`src/rtl/pipe_stage_skid_pkg.sv`:
```
// Shared pipeline definitions: default stage widths and the occupancy state
// encoding used by the pipeline stages.
package pipe_stage_skid_pkg;

    localparam int unsigned PIPE_DATA_W = 128;
    localparam int unsigned PIPE_CTRL_W = 8;
    localparam int unsigned PIPE_ST_W   = 2;

    // Encoding equals the number of held beats, so count_o is the state itself.
    localparam logic [1:0] ST_EMPTY = 2'd0;
    localparam logic [1:0] ST_ONE   = 2'd1;
    localparam logic [1:0] ST_TWO   = 2'd2;

endpackage

```
`src/rtl/pipe_stage_skid_slot.sv`:
```
// One pipeline entry: valid + control + payload register with load and clear.
// Control bits are held at zero whenever the entry is not valid.
module pipe_slot
    import pipe_stage_skid_pkg::*;
#(
    parameter int unsigned DATA_W = PIPE_DATA_W,
    parameter int unsigned CTRL_W = PIPE_CTRL_W
) (
    input  logic              clk_i,
    input  logic              rst_i,
    input  logic              clear_i,
    input  logic              load_i,
    input  logic              valid_i,
    input  logic [CTRL_W-1:0] ctrl_i,
    input  logic [DATA_W-1:0] data_i,
    output logic              valid_o,
    output logic [CTRL_W-1:0] ctrl_o,
    output logic [DATA_W-1:0] data_o
);

    always_ff @(posedge clk_i or negedge rst_i) begin
        if (!rst_i) begin
            valid_o <= 1'b0;
            ctrl_o  <= '0;
            data_o  <= '0;
        end else if (clear_i) begin
            valid_o <= 1'b0;
            ctrl_o  <= '0;
        end else if (load_i) begin
            valid_o <= valid_i;
            ctrl_o  <= valid_i ? ctrl_i : '0;
            data_o  <= data_i;
        end
    end

endmodule

```
`src/rtl/pipe_stage_skid.sv`:
```
// Pipeline stage register with optional two-entry skid buffer; the skid
// variant breaks the combinational ready path from downstream.
module pipe_stage_skid
    import pipe_stage_skid_pkg::*;
#(
    parameter int unsigned DATA_W = PIPE_DATA_W,
    parameter int unsigned CTRL_W = PIPE_CTRL_W,
    parameter int unsigned SKID   = 1
) (
    input  logic              clk_i,
    input  logic              rst_i,
    input  logic              in_valid_i,
    output logic              in_ready_o,
    input  logic [CTRL_W-1:0] in_ctrl_i,
    input  logic [DATA_W-1:0] in_data_i,
    input  logic              flush_i,
    output logic              out_valid_o,
    input  logic              out_ready_i,
    output logic [CTRL_W-1:0] out_ctrl_o,
    output logic [DATA_W-1:0] out_data_o,
    output logic [1:0]        count_o
);

    logic [PIPE_ST_W-1:0] state_q;
    logic [PIPE_ST_W-1:0] state_d;

    logic              accept;
    logic              xfer;
    logic              head_load;
    logic              head_valid_in;
    logic              head_from_skid;
    logic              skid_load;
    logic              skid_valid_in;
    logic [CTRL_W-1:0] head_ctrl_in;
    logic [DATA_W-1:0] head_data_in;
    logic [CTRL_W-1:0] skid_ctrl;
    logic [DATA_W-1:0] skid_data;

    assign accept  = in_valid_i & in_ready_o;
    assign xfer    = out_valid_o & out_ready_i;
    assign count_o = state_q;

    assign head_ctrl_in = head_from_skid ? skid_ctrl : in_ctrl_i;
    assign head_data_in = head_from_skid ? skid_data : in_data_i;

    always_ff @(posedge clk_i or negedge rst_i) begin
        if (!rst_i) begin
            state_q <= ST_EMPTY;
        end else begin
            state_q <= state_d;
        end
    end

    // Occupancy transitions; flush overrides any accept or transfer.
    always_comb begin
        state_d        = state_q;
        head_load      = 1'b0;
        head_valid_in  = 1'b0;
        head_from_skid = 1'b0;
        skid_load      = 1'b0;
        skid_valid_in  = 1'b0;
        if (flush_i) begin
            state_d = ST_EMPTY;
        end else begin
            case (state_q)
                ST_EMPTY: begin
                    if (accept) begin
                        state_d       = ST_ONE;
                        head_load     = 1'b1;
                        head_valid_in = 1'b1;
                    end
                end
                ST_ONE: begin
                    if (accept && !xfer) begin
                        state_d       = ST_TWO;
                        skid_load     = 1'b1;
                        skid_valid_in = 1'b1;
                    end else if (accept && xfer) begin
                        head_load     = 1'b1;
                        head_valid_in = 1'b1;
                    end else if (xfer) begin
                        state_d       = ST_EMPTY;
                        head_load     = 1'b1;
                        head_valid_in = 1'b0;
                    end
                end
                ST_TWO: begin
                    if (xfer) begin
                        state_d        = ST_ONE;
                        head_load      = 1'b1;
                        head_valid_in  = 1'b1;
                        head_from_skid = 1'b1;
                        skid_load      = 1'b1;
                        skid_valid_in  = 1'b0;
                    end
                end
                default: begin
                    state_d = ST_EMPTY;
                end
            endcase
        end
    end

    pipe_slot #(
        .DATA_W (DATA_W),
        .CTRL_W (CTRL_W)
    ) u_head (
        .clk_i   (clk_i),
        .rst_i   (rst_i),
        .clear_i (flush_i),
        .load_i  (head_load),
        .valid_i (head_valid_in),
        .ctrl_i  (head_ctrl_in),
        .data_i  (head_data_in),
        .valid_o (out_valid_o),
        .ctrl_o  (out_ctrl_o),
        .data_o  (out_data_o)
    );

    generate
        if (SKID != 0) begin : g_skid
            logic ready_q;
            logic skid_valid_unused;

            // Ready looks only at the next occupancy, never at out_ready_i directly.
            always_ff @(posedge clk_i or negedge rst_i) begin
                if (!rst_i) begin
                    ready_q <= 1'b1;
                end else begin
                    ready_q <= (state_d != ST_TWO);
                end
            end

            assign in_ready_o = ready_q;

            pipe_slot #(
                .DATA_W (DATA_W),
                .CTRL_W (CTRL_W)
            ) u_skid (
                .clk_i   (clk_i),
                .rst_i   (rst_i),
                .clear_i (flush_i),
                .load_i  (skid_load),
                .valid_i (skid_valid_in),
                .ctrl_i  (in_ctrl_i),
                .data_i  (in_data_i),
                .valid_o (skid_valid_unused),
                .ctrl_o  (skid_ctrl),
                .data_o  (skid_data)
            );
        end else begin : g_single
            logic unused_skid;

            assign in_ready_o  = ~out_valid_o | out_ready_i;
            assign skid_ctrl   = '0;
            assign skid_data   = '0;
            assign unused_skid = ^{skid_load, skid_valid_in};
        end
    endgenerate

endmodule
```
`config.mk`:
```
export PLATFORM = sky130hd
export DESIGN_NAME = pipe_stage_skid
export DESIGN_NICKNAME = d
export VERILOG_FILES = /design/src/rtl/pipe_stage_skid_pkg.sv /design/src/rtl/pipe_stage_skid_slot.sv /design/src/rtl/pipe_stage_skid.sv
export SDC_FILE = /design/constraint.sdc
export NUM_CORES = 1
export LEC_CHECK = 0
export BUFFER_PORTS_ARGS = -buffer_cell sky130_fd_sc_hd__buf_2
export CAP_MARGIN = 40
export CORE_ASPECT_RATIO = 0.9
export CORE_MARGIN = 5
export CORE_UTILIZATION = 45
export CTS_CLUSTER_SIZE = 16
export DETAILED_ROUTE_END_ITERATION = 8
export GPL_ROUTABILITY_DRIVEN = 0
export PLACE_DENSITY_LB_ADDON = 0.12
export SETUP_SLACK_MARGIN = 0.2
export SLEW_MARGIN = 5
export SYNTH_ARGS = -nofsm -noshare
export SYNTH_HDL_FRONTEND = slang
export SYNTH_SLANG_ARGS = --single-unit
export TNS_END_PERCENT = 10
```
`constraint.sdc`:
```
create_clock -name clk_i -period 1.7 [get_ports clk_i]
set_clock_uncertainty 0.1 [all_clocks]
set_input_delay 0.34 -clock clk_i [delete_from_list [all_inputs] [get_ports clk_i]]
set_output_delay 0.34 -clock clk_i [all_outputs]
set_load 0.05 [all_outputs]
```
Yosys cells after proc, flatten, opt, wreduce, memory -nomap -nowiden
Index checks and enable logic that the tools add are counted.

ROM bits: 0. Memory bits (writable): 0. Bits in registers: 276. Output and inout bits: 140. Memories: 0. Bits in latches: 0. Logic and storage cells: 55.

$mul: 0. $add $sub $neg: 0. Bitwise operators: 3. Reductions and logical operators: 8. Equal/unequal tests: 3. Div/mod/pow operators: 0. $lt $le $gt $ge: 0. Multiplexer cells: 34. Shifts and indexed selects: 0.

Operators with widths (count): $mux 128 (1); $mux 8 (7); $mux 1 (16); $mux 2 (6); $pmux 1 s3 (2); $pmux 2 s3 (1); $reduce_and 2->1 (2); $reduce_bool 2->1 (2); $and 1x1->1 (2); $eq 2x1->1 const B (1); $eq 2x2->1 const B (1); $logic_and 1x1->1 (2); $logic_not 2->1 (1); $ne 2x2->1 const B (1); $pmux 1 s2 (1); $logic_not 1->1 (1); $not 1->1 (1).

Logic depth before layout (Yosys ltp)
Word-level depth: 9. Gate-level depth with buffers: 8. Gate-level depth less buffers: 6.

By module
From an unflattened synthesis, not the netlist that was laid out.

Cell total of the unflattened synthesis: 1068. Area total of the unflattened synthesis: 13091.3 um^2.

By module, submodules not included: pipe_slot (times used 2, cells each 296, area an instance 5537.8 um^2); pipe_stage_skid (times used 1, cells each 476, area an instance 2015.7 um^2).

Worst setup path after synthesis
No wires, ideal clock.

Kind: register to register. Start point: reg state_q[1], in the netlist count_o[1]. End point: reg g_skid.u_skid.data_o[87]. Arrival time: 1.990 ns. Library setup time: 0.125 ns. Cell stages (with the launch flop): 8. Setup slack: -0.515 ns. Clock period less this slack: 2.215 ns. Path buffers: 2. Data required time: 1.475 ns. Path through: dfrtp_1 inv_1 ha_1 nand2b_1 a21oi_4 buf_6 buf_6 mux2_4.

Word-level cells in the longest chain between the ends: 4.

Ends and longest elaborated chain: start, declared (line pipe_stage_skid.sv:24) `logic [PIPE_ST_W-1:0] state_q;`; start signal, assigned (line pipe_stage_skid.sv:50) `state_q <= state_d;`; $eq 2x2->1 / $eq 2x1->1 (equally long branches) (line pipe_stage_skid.sv:65) `case (state_q)`; $pmux 1 s2 * (line pipe_stage_skid.sv:65); $mux 1 * (line pipe_stage_skid.sv:62) `if (flush_i) begin`; $reduce_and 2->1 (no source line) *; end signal, assigned (line pipe_stage_skid_slot.sv:32) `data_o <= data_i;`; end, declared (line pipe_stage_skid_slot.sv:18) `output logic [DATA_W-1:0] data_o`.

Mark *: on every way between the ends. The rest lies on a longest branch, timed or not. A chain may end at the register's enable or synchronous reset.

Worst setup path in the final report
Start point: reg state_q[1], in the netlist count_o[1]. End point: reg u_head.data_o[12].

Word-level cells in the longest chain between the ends: 4.

Ends and longest elaborated chain (line): $eq 2x2->1, or another cell as far along (pipe_stage_skid.sv:65); $pmux 1 s3 / $mux 1 (equally long branches) (pipe_stage_skid.sv:65); $mux 1 (pipe_stage_skid.sv:62); $reduce_and 2->1 (no source line) / $mux 128 (equally long branches); end signal, assigned (pipe_stage_skid_slot.sv:32); end, declared (pipe_stage_skid_slot.sv:18).

Several ways; a longest one is shown, not always the timed one.

==> metrics <==
status finished, violations left; failing checks negative setup slack; CP Capture Point u_head.data_o[12]; RSZ-0062 raised after global routing true; layout cells sized above 1 43.0%; FF+latch count, synth 276; overall power 29.0 mW; Levels on crit path 10; sequential power share 35.8%; power per cell area 1540 nW/um2; Worst IR Drop VDD 0.000888 V; clock sink count 276; reg-to-reg slack, setup -0.36 ns; vias in the first global route 10300; Seq/Total Area, Yosys 59.3%; worst slack at placement -0.303 ns; Die Y 163 um; clock group share of total power 23.1%; Worst Slack Setup Final -0.360 ns; CTS tree done; Final Critical Period 2.06 ns; Synth cell types 37; Area Overhead vs Synth 62.4%; WP buf/inv 6; grt total ovfl 0; Worst Setup SP count_o[1]; cell family with most CP delay buffers and inverters; final setup TNS -61.35 ns; Tcrit/Tclk final 121%; largest net degree at the start of global routing 53; worst skew pair latency 0.54 ns; routed wire length 37.2 mm; Ys Warns 0; routed vias 10100; Post-Syn Area 11600 um2; drt pass-1 iters 5; clk buf depth 3; initial DRC count 703; critical path fanouts, max 6; internal power 17.9 mW; CP cell instances buf_6 > ha_4 > buf_6 > o211ai_4 > a21boi_4 > buf_12 > buf_16 > buf_12 > clkbuf_16 > a31oi_1; Max Freq 486 MHz; Via-to-Cell Ratio 5.28; I/O pins 281; Synth Instances 1052; # nets final 1688; Final ANT Viol Nets 0; commonest non-fill, non-tap cell in the layout dfrtp_1; CP Launch Type flip-flop; HP Class input pin to async pin; Data required, critical path 2.05 ns; FF-to-FF Start count_o[1]; Leak 8.62 nW; most frequent cells in the layout 272 x dfrtp_1, 256 x nand2_1, 149 x buf_2; Pins Over Slew Limit 0; die span in x 180 um; H-tree Lvls 1; CP max stage cell dfrtp_2; switch share 38.4%; fill count 1564; first-pass GRT wire length 55.1 mm; crit-path max cell delay 0.41 ns; Comb power frac 41.1%; initial antenna violation count 1; Final setup viols 279; Fin. Hold Viols 0; critical path class flip-flop to flip-flop; Root Driver clkbuf_16; die area 29200 um2; switching power 11.2 mW; max_slew headroom 54.5%; clock-pin slew on the worst setup and hold paths 0.06 ns; Synth Area per Inst 11.1 um2; # port buffers 280; Synthesized Nets 1197; hpwl dp 20.7 mm; gr usage total 22.6%; DRC Markers 0; r2r endpoint u_head.data_o[12]; Slew @ Worst Pin 0.679 ns; TritonCTS buffer count 29; WL/cell 19.5 um; R2R depth 10; max-cap viol count 0; initial core utilization 46.0%; crit end category flip-flop; Core Region 25300 um2; # rows 55; CP arrival 2.41 ns
-- registers in the layout, indices dropped and copies added (netlist names) --
register	flops
u_head.data_o	128
g_skid.u_skid.data_o	128
u_head.valid_o	1
count_o	2
u_head.ctrl_o	8
g_skid.u_skid.ctrl_o	8
in_ready_o	1
-- synth_stat cells, drive strengths merged --
master / number / share of area (%)
a21bo: 1 / 0.086
a21boi: 2 / 0.23
a21oi: 3 / 0.23
a22o: 11 / 0.83
a31oi: 129 / 6.9
a32o: 1 / 0.086
and2: 2 / 0.11
buf: 65 / 3.8
clkbuf: 7 / 0.23
dfrtp: 275 / 59
dfstp: 1 / 0.23
ha: 4 / 0.43
inv: 2 / 0.065
maj3: 1 / 0.086
mux2: 128 / 13
mux2i: 8 / 0.69
nand2: 259 / 8.4
nand2b: 2 / 0.11
nand3: 4 / 0.32
nand4: 1 / 0.054
nor2: 132 / 4.3
nor3: 1 / 0.043
o211ai: 1 / 0.11
o21ai: 2 / 0.086
o2bb2ai: 8 / 0.60
o31a: 1 / 0.075
or2: 1 / 0.054
-- cell families (layout without fill, tap and decap cells) --
| family | count (synthesis) | after routing | share of synthesized area [%] |
|---|---|---|---|
| compound gates | 159 | 159 | 9.25 |
| buf+inv | 74 | 586 | 4.12 |
| fa+ha+maj | 5 | 5 | 0.516 |
| other cells | 0 | 1 | 0 |
| flops | 276 | 276 | 59.3 |
| mux | 136 | 136 | 13.4 |
| simple gates | 402 | 403 | 13.4 |
-- worst reg2reg max path: stages (launching register included) --
cell and delay, ns:
dfrtp_2 0.41, buf_6 0.13, ha_4 0.17, buf_6 0.11
o211ai_4 0.19, a21boi_4 0.09, buf_12 0.15, buf_16 0.15
buf_12 0.14, clkbuf_16 0.16, a31oi_1 0.16
-- repair_timing --
action,in CTS,in global routing
endpoints found under the setup margin,416,416
pin swaps,10,9
cloned,7,12
hold endpoints to repair,480,0
buffers inserted,18,2
gates resized for setup,242,273
hold buffers,137,0
-- layout make-up --
type,instances,area (um2),area share (%)
diodes,1,2.50,0.0132
clock buffers,40,847,4.48
clock inverters,13,173,0.913
inverters,2,10.0,0.0530
multi-input cells,703,5190,27.5
flip-flops and latches,276,6910,36.6
well taps,342,428,2.26
repair buffers,531,5340,28.2
-- worst min-delay path by stage --
stage	start	endpoint
after floorplan	rst_i	count_o[0]
after CTS	rst_i	u_head.data_o[46]
after global placement	rst_i	u_head.data_o[46]
after global routing	rst_i	u_head.data_o[46]
final	rst_i	u_head.data_o[46]
after detailed placement	rst_i	u_head.data_o[46]
-- metrics by stage --
step / hold WS, ns / area (um2) / cells / utilization, %
after floorplan: -0.0556 / 11700 / 1052 / -
after global placement: 0.166 / 14000 / 1678 / 55.5
after detailed placement: 0.169 / 14000 / 1678 / 55.5
after CTS: 0.189 / 17600 / 1893 / 69.5
after global routing: 0.202 / 18900 / 1908 / 74.6
final: 0.193 / 18900 / 1908 / 74.6
-- power groups by stage --
stage	clock network (mW)	registers, mW	logic, mW
final	6.72	10.4	11.9
after global routing	7.12	10.6	12.5
after CTS	6.83	10.0	10.4
after detailed placement	0	9.94	8.90
after global placement	0	9.87	8.78
after floorplan	0	13.8	2.33
-- layer usage --
layer | global-route usage (%) | vias to the layer above | routed length (um)
met4 | 5.19 | 0 | 829
met3 | 5.09 | 65 | 2180
met1 | 30.4 | 5073 | 15600
li1 | - | 4607 | -
met5 | 0 | - | 0
met2 | 38.1 | 335 | 18600
(Power assumes the default switching activity.)
